### src/rtl/note_display_if.sv
// note_display_if: frame-rate handshake between the VGA-side control inputs
// (frame pulse, detected notes, mode) and the display controller outputs.
interface note_display_if;
   logic       frame_start;
   logic [7:0] note_array;
   logic       mode;
   logic [7:0] highlight;
   logic [7:0] cursor;
   logic       mode_q;
   logic       hit;
   logic [7:0] score;

   // Driver of the sampled inputs, consumer of the display outputs.
   modport master (
      output frame_start, note_array, mode,
      input  highlight, cursor, mode_q, hit, score
   );

   // The display controller itself.
   modport slave (
      input  frame_start, note_array, mode,
      output highlight, cursor, mode_q, hit, score
   );
endinterface

### src/rtl/note_display_ctrl.sv
// note_display_ctrl: frame-synchronous note highlighting plus a play-mode
// cursor that walks the 8 notes and reports whether each target was played.
// All display state moves only on frame_start so the picture never tears.
// Optional feature macro: NOTE_SCORE_EN -- when defined, a saturating
// per-session hit score is kept; otherwise score is tied to zero.
module note_display_ctrl #(
   parameter int HOLD_FRAMES = 6,   // frames a highlight lingers after release (1..15)
   parameter int STEP_FRAMES = 30   // frames per play-mode cursor step (2..255)
) (
   input  logic          clk,
   input  logic          reset,     // synchronous, active-low
   note_display_if.slave bus
);

   typedef enum logic [1:0] {
      LISTEN = 2'd0,
      ARM    = 2'd1,
      PLAY   = 2'd2
   } state_t;

   localparam logic [3:0] HOLD_LOAD = 4'(HOLD_FRAMES);
   localparam logic [7:0] STEP_LAST = 8'(STEP_FRAMES - 1);

   // ------------------------------------------------------------------
   // Highlight hold counters
   // ------------------------------------------------------------------
   logic [7:0][3:0] hold_reg;
   logic [7:0][3:0] hold_next;
   logic [7:0]      highlight_reg;
   logic [7:0]      highlight_next;

   genvar gi;
   generate
      for (gi = 0; gi < 8; gi++) begin : g_hold
         // Reload on a sounding note, otherwise decay toward zero, one step per frame.
         assign hold_next[gi] = !bus.frame_start        ? hold_reg[gi] :
                                bus.note_array[gi]      ? HOLD_LOAD    :
                                (hold_reg[gi] != 4'd0)  ? hold_reg[gi] - 4'd1 :
                                                          4'd0;
         // Highlight follows the post-update counter so it moves on the frame edge itself.
         assign highlight_next[gi] = (hold_next[gi] != 4'd0);
      end
   endgenerate

   // Hold counters and highlight mask register.
   always_ff @(posedge clk) begin
      if (!reset) begin
         hold_reg      <= '0;
         highlight_reg <= 8'h00;
      end else begin
         hold_reg      <= hold_next;
         highlight_reg <= highlight_next;
      end
   end

   // ------------------------------------------------------------------
   // Play-mode FSM
   // ------------------------------------------------------------------
   state_t     state_reg, state_next;
   logic [7:0] cursor_reg, cursor_next;
   logic [7:0] step_cnt_reg, step_cnt_next;
   logic       hit_seen_reg, hit_seen_next;
   logic       hit_reg, hit_next;
   logic       mode_q_reg, mode_q_next;
   logic       target_played;

   assign target_played = |(bus.note_array & cursor_reg);

   // FSM state and play bookkeeping registers.
   always_ff @(posedge clk) begin
      if (!reset) begin
         state_reg    <= LISTEN;
         cursor_reg   <= 8'h00;
         step_cnt_reg <= 8'd0;
         hit_seen_reg <= 1'b0;
         hit_reg      <= 1'b0;
         mode_q_reg   <= 1'b0;
      end else begin
         state_reg    <= state_next;
         cursor_reg   <= cursor_next;
         step_cnt_reg <= step_cnt_next;
         hit_seen_reg <= hit_seen_next;
         hit_reg      <= hit_next;
         mode_q_reg   <= mode_q_next;
      end
   end

   // Next-state and step evaluation; nothing moves except on frame_start,
   // and hit defaults low so it can never stretch past one cycle.
   always_comb begin
      state_next    = state_reg;
      cursor_next   = cursor_reg;
      step_cnt_next = step_cnt_reg;
      hit_seen_next = hit_seen_reg;
      hit_next      = 1'b0;
      mode_q_next   = mode_q_reg;

      if (bus.frame_start) begin
         mode_q_next = bus.mode;
         case (state_reg)
            LISTEN: begin
               if (bus.mode) begin
                  state_next    = ARM;
                  cursor_next   = 8'h01;
                  step_cnt_next = 8'd0;
                  hit_seen_next = 1'b0;
               end
            end
            ARM: begin
               // One alignment frame so the first step starts on a clean frame.
               if (!bus.mode) begin
                  state_next    = LISTEN;
                  cursor_next   = 8'h00;
                  step_cnt_next = 8'd0;
                  hit_seen_next = 1'b0;
               end else begin
                  state_next    = PLAY;
               end
            end
            PLAY: begin
               if (!bus.mode) begin
                  // Leaving abandons the step in progress without scoring it.
                  state_next    = LISTEN;
                  cursor_next   = 8'h00;
                  step_cnt_next = 8'd0;
                  hit_seen_next = 1'b0;
               end else if (step_cnt_reg >= STEP_LAST) begin
                  // Last frame of the step counts as a chance to play the target too.
                  hit_next      = hit_seen_reg | target_played;
                  cursor_next   = {cursor_reg[6:0], cursor_reg[7]};
                  step_cnt_next = 8'd0;
                  hit_seen_next = 1'b0;
               end else begin
                  step_cnt_next = step_cnt_reg + 8'd1;
                  hit_seen_next = hit_seen_reg | target_played;
               end
            end
            default: begin
               state_next    = LISTEN;
               cursor_next   = 8'h00;
               step_cnt_next = 8'd0;
               hit_seen_next = 1'b0;
            end
         endcase
      end
   end

   // ------------------------------------------------------------------
   // Session score
   // ------------------------------------------------------------------
`ifdef NOTE_SCORE_EN
   logic [7:0] score_reg;
   logic       score_clear;

   // A new session starts exactly when LISTEN accepts mode=1.
   assign score_clear = bus.frame_start && (state_reg == LISTEN) && bus.mode;

   // Score counts hits on the same edge the hit pulse is raised, saturating at 255.
   always_ff @(posedge clk) begin
      if (!reset) begin
         score_reg <= 8'h00;
      end else if (score_clear) begin
         score_reg <= 8'h00;
      end else if (hit_next && (score_reg != 8'hFF)) begin
         score_reg <= score_reg + 8'd1;
      end
   end

   assign bus.score = score_reg;
`else
   assign bus.score = 8'h00;
`endif

   assign bus.highlight = highlight_reg;
   assign bus.cursor    = cursor_reg;
   assign bus.mode_q    = mode_q_reg;
   assign bus.hit       = hit_reg;

endmodule

### src/flat_wrapper.sv
// flat-port wrapper written by rule: the top's interface ports become plain ports
module note_display_ctrl_flat 
#(
   parameter int HOLD_FRAMES = 6,                                                      
   parameter int STEP_FRAMES = 30                                               
)
  (clk, reset, bus_frame_start, bus_note_array, bus_mode, bus_highlight, bus_cursor, bus_mode_q, bus_hit, bus_score);
  note_display_if bus_i ();
  input  logic clk;
  input  logic reset;
  input wire logic [$bits(bus_i.frame_start)-1:0] bus_frame_start;
  input wire logic [$bits(bus_i.note_array)-1:0] bus_note_array;
  input wire logic [$bits(bus_i.mode)-1:0] bus_mode;
  output wire logic [$bits(bus_i.highlight)-1:0] bus_highlight;
  output wire logic [$bits(bus_i.cursor)-1:0] bus_cursor;
  output wire logic [$bits(bus_i.mode_q)-1:0] bus_mode_q;
  output wire logic [$bits(bus_i.hit)-1:0] bus_hit;
  output wire logic [$bits(bus_i.score)-1:0] bus_score;
  assign bus_i.frame_start = bus_frame_start;
  assign bus_i.note_array = bus_note_array;
  assign bus_i.mode = bus_mode;
  assign bus_highlight = bus_i.highlight;
  assign bus_cursor = bus_i.cursor;
  assign bus_mode_q = bus_i.mode_q;
  assign bus_hit = bus_i.hit;
  assign bus_score = bus_i.score;
  note_display_ctrl #(.HOLD_FRAMES(HOLD_FRAMES), .STEP_FRAMES(STEP_FRAMES)) u_core (.clk(clk), .reset(reset), .bus(bus_i));
endmodule
### config.mk
export PLATFORM = sky130hd
export DESIGN_NAME = note_display_ctrl_flat
export DESIGN_NICKNAME = d
export VERILOG_FILES = /design/src/rtl/note_display_if.sv /design/src/rtl/note_display_ctrl.sv /design/src/flat_wrapper.sv
export SDC_FILE = /design/constraint.sdc
export NUM_CORES = 1
export LEC_CHECK = 0
export BUFFER_PORTS_ARGS = -buffer_cell sky130_fd_sc_hd__buf_2
export CAP_MARGIN = 5
export CELL_PAD_IN_SITES_DETAIL_PLACEMENT = 2
export CELL_PAD_IN_SITES_GLOBAL_PLACEMENT = 2
export CORE_MARGIN = 3
export CORE_UTILIZATION = 35
export CTS_CLUSTER_DIAMETER = 120
export CTS_CLUSTER_SIZE = 10
export DETAILED_ROUTE_END_ITERATION = 8
export GPL_TIMING_DRIVEN = 0
export HOLD_SLACK_MARGIN = 0.03
export PLACE_DENSITY_LB_ADDON = 0.1
export SYNTH_ARGS = -nofsm -noshare
export SYNTH_HDL_FRONTEND = slang
export SYNTH_SLANG_ARGS = --single-unit
export TNS_END_PERCENT = 50
### constraint.sdc
create_clock -name clk -period 1.6 [get_ports clk]
set_input_delay 0.08 -clock clk [delete_from_list [all_inputs] [get_ports clk]]
set_output_delay 0.08 -clock clk [all_outputs]
set_load 0.05 [all_outputs]
==> flow_summary_export.csv <==
group,metric,value,unit
timing,max_slew_margin,57.7,%
timing,slew_violations,0,
clock_network,clockRootBuffer,"clkbuf_8",
timing,finalCritPeriodShare,95.0,%
worst_setup_path,path_delay_family,"simple AND/OR/NAND/NOR gates",
worst_setup_path,cp-end-kind,"flip-flop",
clock_network,cts_hold_buf,0,
detailed_routing,drcViolationCount,0,
cells_and_area,fillerInstances,881,
timing,setup_viol,0,
power,power_frac_clock,40.4,%
clock_network,cts_tree,"yes",
logic_synthesis,synth_cell_types,49,
die,initial_core_util,36.3,%
detailed_routing,drtIter0Drc,85,
cells_and_area,multi_input_area,0.00152,mm^2
die,fp.dieW,95.9,um
worst_setup_path,worstPathArrival,1.72,ns
worst_setup_path,path_buf_inv,0,
power,power_density,1090,mW/mm^2
placed_design,place_congestion,0.781,
detailed_routing,firstDrtPassIters,4,
power,swShare,28.7,%
cells_and_area,antenna_cells,0,
worst_setup_path,crit_cells,4,
clock_network,clock_latency,0.34,ns
cells_and_area,utilization,43.5,%
power,ir_drop,0.662,mV
cells_and_area,final_cell_mix,"58 x dfxtp_1, 32 x buf_2, 23 x nand2_1, 21 x nor3_1, 19 x o21ai_0",
worst_setup_path,slowest_stage,"or4_1",
cells_and_area,layout_commonest_cell,"dfxtp_1",
logic_synthesis,ys_seq_elements,61,
worst_setup_path,worst-setup-path-type,"flip-flop to flip-flop",
power,p_leak,0.00137,uW
hold_path,hold_depth,3,
clock_network,cts.clk_slew.worst_paths,0.07,ns
die,die_y,95.9,um
grt,grt_pass1_wl,13.3,mm
grt,grt_pass1_vias,2558,
outcome,status,"finished, final reports clean",
timing,tightestPinTransition,0.634,ns
power,p_int,2650,uW
grt,grt_overflow,0,
die,rows,32,
logic_synthesis,synth_seq_area_share,43.1,%
timing,rsz0062_at_grt,"true",
detailed_routing,ant_nets,0,
worst_setup_path,required,1.80,ns
cells_and_area,largest_reg_flops,32,
grt,gr-usage-all-layers,18.9,%
power,pwr-share-comb,15.2,%
logic_synthesis,syn_inst,312,
job,cap_violations,0,
detailed_routing,viasPerCell,5.25,
detailed_routing,routed_wirelength,8.14,mm
clock_network,cts_sinks,61,
timing,fin_crit,1.52,ns
logic_synthesis,async_flop_share,0,%
die,die_area,0.00921,mm^2
timing,finalSetupTns,0,ns
worst_setup_path,crit_chain,"nor3_1 > nor4b_1 > a31o_2 > or4_1",
placed_design,io_buffers,28,
worst_setup_path,critical-path-max-stage-delay,0.48,ns
die,coreArea,0.00781,mm^2
detailed_routing,vias,2453,
cells_and_area,syn_to_final_growth,19.9,%
power,seqPwrFrac,44.4,%
cells_and_area,fin_nets,375,
clock_network,numCtsBuffers,9,
placed_design,hpwlAfterDp,5.71,mm
logic_synthesis,synth_edf_count,0,
logic_synthesis,synthFlopType,"dfxtp_1",
grt,antenna_found_initial,0,
timing,hold_viol,0,
detailed_routing,post_drt_wl_per_cell,17.4,um
cells_and_area,area.sequential,0.00123,mm^2
worst_setup_path,worstPathMaxFanout,5,
worst_setup_path,reg2reg_depth,4,
hold_path,hold_path.class,"input port to flip-flop",
logic_synthesis,ys_warn_count,0,
timing,skew,0.0115,ns
power,p_sw,1070,uW
die,io_pins,38,
grt,grt_max_degree,11,
cells_and_area,drive_above_1_share,21.6,%
logic_synthesis,syn_avg_cell_area,9.08,um^2
logic_synthesis,netlist_area,0.00283,mm^2
timing,max_freq,658,MHz
worst_setup_path,cp-start-kind,"flip-flop",
clock_network,htree_levels,3,
clock_network,clock_path_buffers,2,
-- cell usage after synthesis, types with 5 or more instances --
library cell	n	share of area, %
mux2i_1	9	3.2
nand2_1	23	3.0
o211ai_1	5	1.3
xor2_1	5	1.5
a21boi_0	10	2.7
nor2b_1	11	2.4
or4_1	5	1.3
nor4b_1	5	1.5
o21ai_0	19	3.4
buf_4	9	2.4
nand2b_1	6	1.3
nor3_1	21	3.7
nor2_1	16	2.1
o21a_1	8	2.1
nand3_1	13	2.3
dfxtp_1	61	43
clkbuf_1	7	0.93
a21oi_1	13	2.3
and3_1	10	2.2
-- final cells by class --
cell class                      instances  share of cell area (%)
Clock inverter                          5                    2.21
Multi-Input combinational cell        231                    44.7
Clock buffer                           11                    3.87
Inverter                                4                   0.516
Buffer                                 23                    4.17
Sequential cell                        61                    36.2
Timing Repair Buffer                   30                    4.57
Tap cell                              102                    3.76
-- worst register-to-register path, stage by stage (launching register included) --
cell and delay [ns]:
dfxtp_1 0.37, nor3_1 0.24, nor4b_1 0.08, a31o_2 0.23
or4_1 0.48
-- kinds of logic (layout without fill, tap and decap cells) --
family / count (synthesis) / in the layout / share of synthesized area [%]
buf+inv: 27 / 73 / 5.61
other cells: 1 / 8 / 0.132
flops: 61 / 61 / 43.1
compound gates: 83 / 83 / 20.9
simple gates: 121 / 121 / 23.3
xor+xnor: 7 / 7 / 2.43
fa+ha+maj: 3 / 3 / 1.33
mux: 9 / 9 / 3.18
-- metrics by stage --
stage	power (uW)	instance area, um^2	std cells	setup slack [ns]	hold WS (ns)
floorplan	2080	2860	319	0.119	0.237
global placement	2220	3130	449	-0.0959	0.417
detailed placement	2230	3130	449	-0.172	0.423
CTS	3750	3350	465	0.00386	0.0695
global route	3900	3390	467	-0.0106	0.0668
finish	3720	3390	467	0.0801	0.0849
-- worst paths after layout --
path                          start                      end  slack [ns]
min               bus_note_array[7]      u_core.hold_reg[30]        0.08
max             u_core.hold_reg[29]  u_core.bus.highlight[7]        0.08
max reg2reg     u_core.hold_reg[29]  u_core.bus.highlight[7]        0.08
min reg2reg  u_core.step_cnt_reg[7]   u_core.step_cnt_reg[7]        0.48
-- repair_timing --
action | 4_1_cts | 5_1_grt
setup endpoints to repair | 15 | 17
resized for setup | 4 | 8
pin swaps | 2 | 2
buffers inserted | 0 | 2
-- power by group through the flow --
stage	Clock [uW]	Sequential (uW)	Combinational (uW)
after floorplan	0	1770	309
after global placement	0	1680	538
after detailed placement	0	1680	549
after CTS	1540	1650	560
after global routing	1620	1660	620
final	1500	1650	565
-- routing by layer --
layer / part of all wire [%] / vias up / GRT usage (%)
met1: 50 / 1197 / 25.9
met5: 0 / - / 0
li1: - / 1214 / -
met3: 2.9 / 8 / 3.60
met2: 46 / 34 / 29.8
met4: 1.0 / 0 / 6.04
Power figures use the tool's default switching activity.
